$ cat src/rtl/vball_rom_arbiter.sv
// Shared external ROM arbiter for the BG tile fetcher and the PCM line fetcher.
// One external access is outstanding at a time. BG requests win over PCM
// requests, but only for BG_RUN_MAX grants in a row while a PCM line waits.
// PCM bytes fill an 8-byte line buffer that is tagged with the line address.
module vball_rom_arbiter #(
  parameter logic [24:0] BG_BASE    = 25'h100000,
  parameter logic [24:0] PCM_BASE   = 25'h180000,
  parameter int          BG_RUN_MAX = 4
) (
  input  logic        clk_sys,
  input  logic        reset,
  input  logic        bg_read,
  input  logic [18:0] bg_addr,
  output logic [7:0]  bg_data,
  output logic        bg_rdy,
  input  logic        pcm_rom_read,
  input  logic [17:0] pcm_rom_addr,
  output logic [7:0]  pcm_rom_data,
  output logic        pcm_rom_data_rdy,
  output logic        mem_req,
  output logic [24:0] mem_addr,
  input  logic [7:0]  mem_data,
  input  logic        mem_ack,
  output logic [1:0]  fsm_state
);

  // External handshake: mem_req rises with a registered mem_addr and both
  // hold until the cycle mem_ack=1 is sampled; mem_req drops on the next
  // cycle. mem_ack seen in any other state is ignored.

  typedef enum logic [1:0] {
    IDLE     = 2'd0,
    BG_WAIT  = 2'd1,
    PCM_WAIT = 2'd2
  } state_t;

  localparam int RUN_W = (BG_RUN_MAX < 1) ? 1 : $clog2(BG_RUN_MAX + 1);
  localparam logic [RUN_W-1:0] RUN_MAX = RUN_W'(BG_RUN_MAX);

  state_t           state;
  logic             bg_pend;
  logic [18:0]      bg_addr_q;
  logic             pcm_pend;
  logic [14:0]      tag;
  logic [2:0]       cnt;
  logic             line_valid;
  logic             stale;
  logic [RUN_W-1:0] bg_run;
  logic [7:0]       buffer [8];

  logic        grant_bg;
  logic        grant_pcm;
  logic        pcm_keep;
  logic [24:0] bg_sum;
  logic [24:0] pcm_sum;

  // Grant decision, byte-accept qualifier and external address sums
  always_comb begin
    grant_bg  = (state == IDLE) && bg_pend && (!pcm_pend || (bg_run < RUN_MAX));
    grant_pcm = (state == IDLE) && !grant_bg && pcm_pend;
    pcm_keep  = (state == PCM_WAIT) && mem_ack && !stale && !pcm_rom_read;
    bg_sum    = BG_BASE + {6'd0, bg_addr_q};
    pcm_sum   = PCM_BASE + {7'd0, tag, cnt};
  end

  // Arbiter FSM, request latches and line bookkeeping
  always_ff @(posedge clk_sys) begin
    if (!reset) begin
      state      <= IDLE;
      mem_req    <= 1'b0;
      mem_addr   <= '0;
      bg_data    <= '0;
      bg_rdy     <= 1'b0;
      bg_pend    <= 1'b0;
      bg_addr_q  <= '0;
      pcm_pend   <= 1'b0;
      line_valid <= 1'b0;
      cnt        <= '0;
      bg_run     <= '0;
      tag        <= '0;
      stale      <= 1'b0;
    end else begin
      bg_rdy <= 1'b0;
      case (state)
        IDLE: begin
          if (grant_bg) begin
            mem_req  <= 1'b1;
            mem_addr <= bg_sum;
            bg_pend  <= 1'b0;
            if (bg_run != RUN_MAX) bg_run <= bg_run + 1'b1;
            state    <= BG_WAIT;
          end else if (grant_pcm) begin
            mem_req  <= 1'b1;
            mem_addr <= pcm_sum;
            bg_run   <= '0;
            state    <= PCM_WAIT;
          end
        end
        BG_WAIT: begin
          if (mem_ack) begin
            mem_req <= 1'b0;
            bg_data <= mem_data;
            bg_rdy  <= 1'b1;
            state   <= IDLE;
          end
        end
        PCM_WAIT: begin
          if (mem_ack) begin
            mem_req <= 1'b0;
            stale   <= 1'b0;
            state   <= IDLE;
            if (pcm_keep) begin
              cnt <= cnt + 3'd1;
              if (cnt == 3'd7) begin
                pcm_pend   <= 1'b0;
                line_valid <= 1'b1;
              end
            end
          end
        end
        default: state <= IDLE;
      endcase

      // The BG run only matters while a PCM line is waiting.
      if (!pcm_pend) bg_run <= '0;

      // A new BG request always replaces the latched one.
      if (bg_read) begin
        bg_pend   <= 1'b1;
        bg_addr_q <= bg_addr;
      end

      // A new PCM line restarts the fill; a byte already in flight (or being
      // granted right now) belongs to the old line and must be dropped.
      if (pcm_rom_read) begin
        tag        <= pcm_rom_addr[17:3];
        line_valid <= 1'b0;
        cnt        <= 3'd0;
        pcm_pend   <= 1'b1;
        if (((state == PCM_WAIT) && !mem_ack) || grant_pcm) stale <= 1'b1;
      end
    end
  end

  // Line buffer storage; contents are meaningless until line_valid is set
  always_ff @(posedge clk_sys) begin
    if (pcm_keep) buffer[cnt] <= mem_data;
  end

  assign pcm_rom_data     = buffer[pcm_rom_addr[2:0]];
  assign pcm_rom_data_rdy = line_valid && (tag == pcm_rom_addr[17:3]);
  assign fsm_state        = state;

endmodule

$ cat config.mk
export PLATFORM = sky130hd
export DESIGN_NAME = vball_rom_arbiter
export DESIGN_NICKNAME = d
export VERILOG_FILES = /design/src/rtl/vball_rom_arbiter.sv
export SDC_FILE = /design/constraint.sdc
export NUM_CORES = 1
export LEC_CHECK = 0
export BUFFER_PORTS_ARGS = -buffer_cell sky130_fd_sc_hd__buf_4
export CAP_MARGIN = 15
export CORE_ASPECT_RATIO = 0.6
export CORE_MARGIN = 2
export CORE_UTILIZATION = 30
export CTS_CLUSTER_DIAMETER = 50
export DETAILED_ROUTE_END_ITERATION = 16
export GPL_ROUTABILITY_DRIVEN = 1
export GPL_TIMING_DRIVEN = 0
export HOLD_SLACK_MARGIN = 0.12
export PLACE_DENSITY_LB_ADDON = 0.12
export RECOVER_POWER = 50
export SLEW_MARGIN = 20
export SYNTH_ARGS = -nofsm -noshare
export SYNTH_HDL_FRONTEND = slang
export SYNTH_SLANG_ARGS = --single-unit
export TNS_END_PERCENT = 100
$ cat constraint.sdc
create_clock -name clk_sys -period 2.05 [get_ports clk_sys]
set_input_delay 0.1025 -clock clk_sys [delete_from_list [all_inputs] [get_ports clk_sys]]
set_output_delay 0.1025 -clock clk_sys [all_outputs]
set_load 0.1 [all_outputs]
==> metrics.cfg <==
[routing]
drt-total-wl_mm=15.8
dr_total_vias=4254
route.detailed.drc=0
drtPass1Iterations=5
vias_per_cell=4.75
ant_nets=0
drt_iter0_markers=274
wl_per_cell_um=17.6

[global_route]
antenna_found_initial=0
grt_remaining_overflow=0
grt_pass1_wl_mm=24.2
grt_max_degree=17
gr-usage-all-layers=0.160
grt_pass1_vias=4234

[cells_and_area]
seq_area_um2=3470
final_nets=694
multi_input_area_um2=2230
diodes=0
areaGrowthSynthToFinish_pct=37.7
drive_gt1_frac=0.234
nFillCells=1814

[floorplanning]
fp.dieW_um=183
die-area_um2=20500
core-area_um2=19000
rows=39
die_h_um=112
initial_core_util=0.305
num_io_pins=96

[placement]
port_buffers=87
dpl.hpwl_mm=11.1
globalplace.congestion=0.778

[timing]
fin_setup_tns_ns=0
max_slew_margin=0.221
fmax_ghz=0.505
hold_violations=0
min_period_ns=1.98
fin_skew_ns=0.00628
finalCritPeriodShare=0.966
finalMaxSlewViolations=0
worstMarginPinSlew_ns=1.17
timing.hold.ws_ns=0.159
setup_viol=0

[critical_path]
crit_arrival_ns=2.11
crit_fanout=8
start_kind=flop
startpoint=fsm_state[0]
path_cells=inv_2, ha_4, nand3b_1, or3b_4, buf_4, nor2_4, buf_12
crit_path_end_kind=flop
critical_path_required_ns=2.18
criticalPathCategory=flop to flop
path_buf_inv=3
crit_path_top_delay_cell=or3b_4
critical-path-max-stage-delay_ns=0.48
critPathTopFamily=simple AND/OR/NAND/NOR gates
worstReg2RegStart=fsm_state[0]

[synthesis]
synth_top_family_by_area=multiplexers
syn_area_per_cell_um2=12.3
syn_area_um2=5800
synth_compound_area_frac=0.0798
ys_warn_count=0
synthFlopType=dfxtp_1
yosys.area_share.simple=0.0939
synth_edf_count=64
synth_fa_ha_area_frac=0.0173
ys_ff_latch=141
synth-async-reset-ratio=0
synth_xor_area_frac=0.0242
ys_types=43
syn_inst=471
muxShareOfSynthArea=0.150
seq_area_frac_synth=0.597

[pwr]
cellLeakagePower_uw=0.00299
p_per_area_nw_per_um2=954
max-vdd-ir-drop_mv=0.494

[clock_network]
htree_num_levels=4
clkLatencyLatePin_ns=0.41
cts-root-buf=clkbuf_16
numCtsBuffers=17
path_clk_slew_ns=0.06
cts_tree=done
cts.path.max_buffers=2
cts_sinks=141

[min_path]
worstHoldStart=bg_read
min_path_type=primary input to flop

[run_status]
status=finished clean

[job]
drv_cap=0

worst paths after layout:
kind / to / slack, ns / cells after the start
setup reg to reg: buffer[7][7] / 0.07 / 7
hold reg to reg: bg_data[2] / 0.46 / 2
hold / removal: bg_addr_q[6] / 0.16 / 3
setup / recovery: buffer[7][7] / 0.07 / 7
routing by layer:
metal | GRT usage | share of wire | wire length (um)
met1 | 0.242 | 0.53 | 8400
met2 | 0.222 | 0.42 | 6550
met3 | 0.0425 | 0.045 | 713
met4 | 0.0469 | 0.0070 | 110
met5 | 0 | 0 | 0
repair_timing:
| item | 4_1_cts | 5_1_grt |
|---|---|---|
| resized for setup | 10 | 8 |
| setup buffers | 6 | 6 |
| setup endpoints to repair | 64 | 48 |
| pin swaps | 5 | 4 |
| hold buffers | 44 | 0 |
| hold endpoints to repair | 113 | 0 |
worst register-to-register path: stages (launching register included):
cell	delay, ns
dfxtp_4	0.36
inv_2	0.08
ha_4	0.15
nand3b_1	0.21
or3b_4	0.48
buf_4	0.16
nor2_4	0.12
buf_12	0.14
placed cells by master (no fill, tap or decap), drive strengths merged, types with 16 or more instances in the layout:
master	n
a21oi	16
mux4	16
nor2	49
o21ai	41
buf	76
edfxtp	64
nand3	27
dfxtp	77
a31oi	19
mux2i	36
dlygate4sd3	44
clkbuf	76
nand2	18
cell families (layout without fill, tap and decap cells):
kind of cell    Yosys count  after routing
fa+ha+maj                 8              8
flops                   141            141
mux                      60             60
xor+xnor                 16             16
simple gates            118            118
other cells               1              4
buf+inv                  44            219
compound gates           83             83
flip-flops by register name, indices dropped and copies added, names as in the netlist, 2 cells and up:
name       cells
cnt            3
mem_addr      21
tag           15
bg_addr_q     19
buffer        64
bg_data        8
bg_run         3
fsm_state      2
metrics by stage:
| stage | power, uW | instance area, um2 | util | instances | setup slack [ns] |
|---|---|---|---|---|---|
| detailed placement | 4470 | 6840 | 0.360 | 807 | -0.581 |
| CTS | 7750 | 8040 | 0.424 | 889 | 0.00440 |
| global route | 7890 | 7990 | 0.421 | 895 | -0.0112 |
| floorplan | 4110 | 5880 | - | 474 | -0.108 |
| global placement | 4460 | 6840 | 0.360 | 807 | -0.450 |
| finish | 7620 | 7990 | 0.421 | 895 | 0.0700 |
cells in the mapped netlist (8+ instances only):
library cell  instances  area share
a21oi_1              16       0.014
a31oi_1              19       0.020
buf_2                 9      0.0078
clkbuf_1             19       0.012
dfxtp_1              77        0.27
edfxtp_1             64        0.33
ha_1                  8       0.017
mux2_2                8       0.016
mux2i_1              36       0.062
mux4_1               15       0.068
nand2_1              18       0.012
nand3_1              27       0.023
nor2_1               49       0.032
o21ai_0              40       0.035
xnor2_1              15       0.023
power by group:
group	total, uW	leakage (uW)	internal (uW)	switching [uW]
Combinational	1310	0.00149	353	955
Clock	3180	0.000293	1940	1250
Sequential	3120	0.00121	3050	75.3
Total	7620	0.00299	5340	2280
final cells by class:
class / count / area share
Clock buffer: 17 / 0.0533
Clock inverter: 15 / 0.0235
Timing Repair Buffer: 143 / 0.143
Tap cell: 246 / 0.0385
Buffer: 36 / 0.0238
Sequential cell: 141 / 0.435
Inverter: 8 / 0.00376
Multi-Input combinational cell: 289 / 0.280
(Power assumes the default switching activity.)
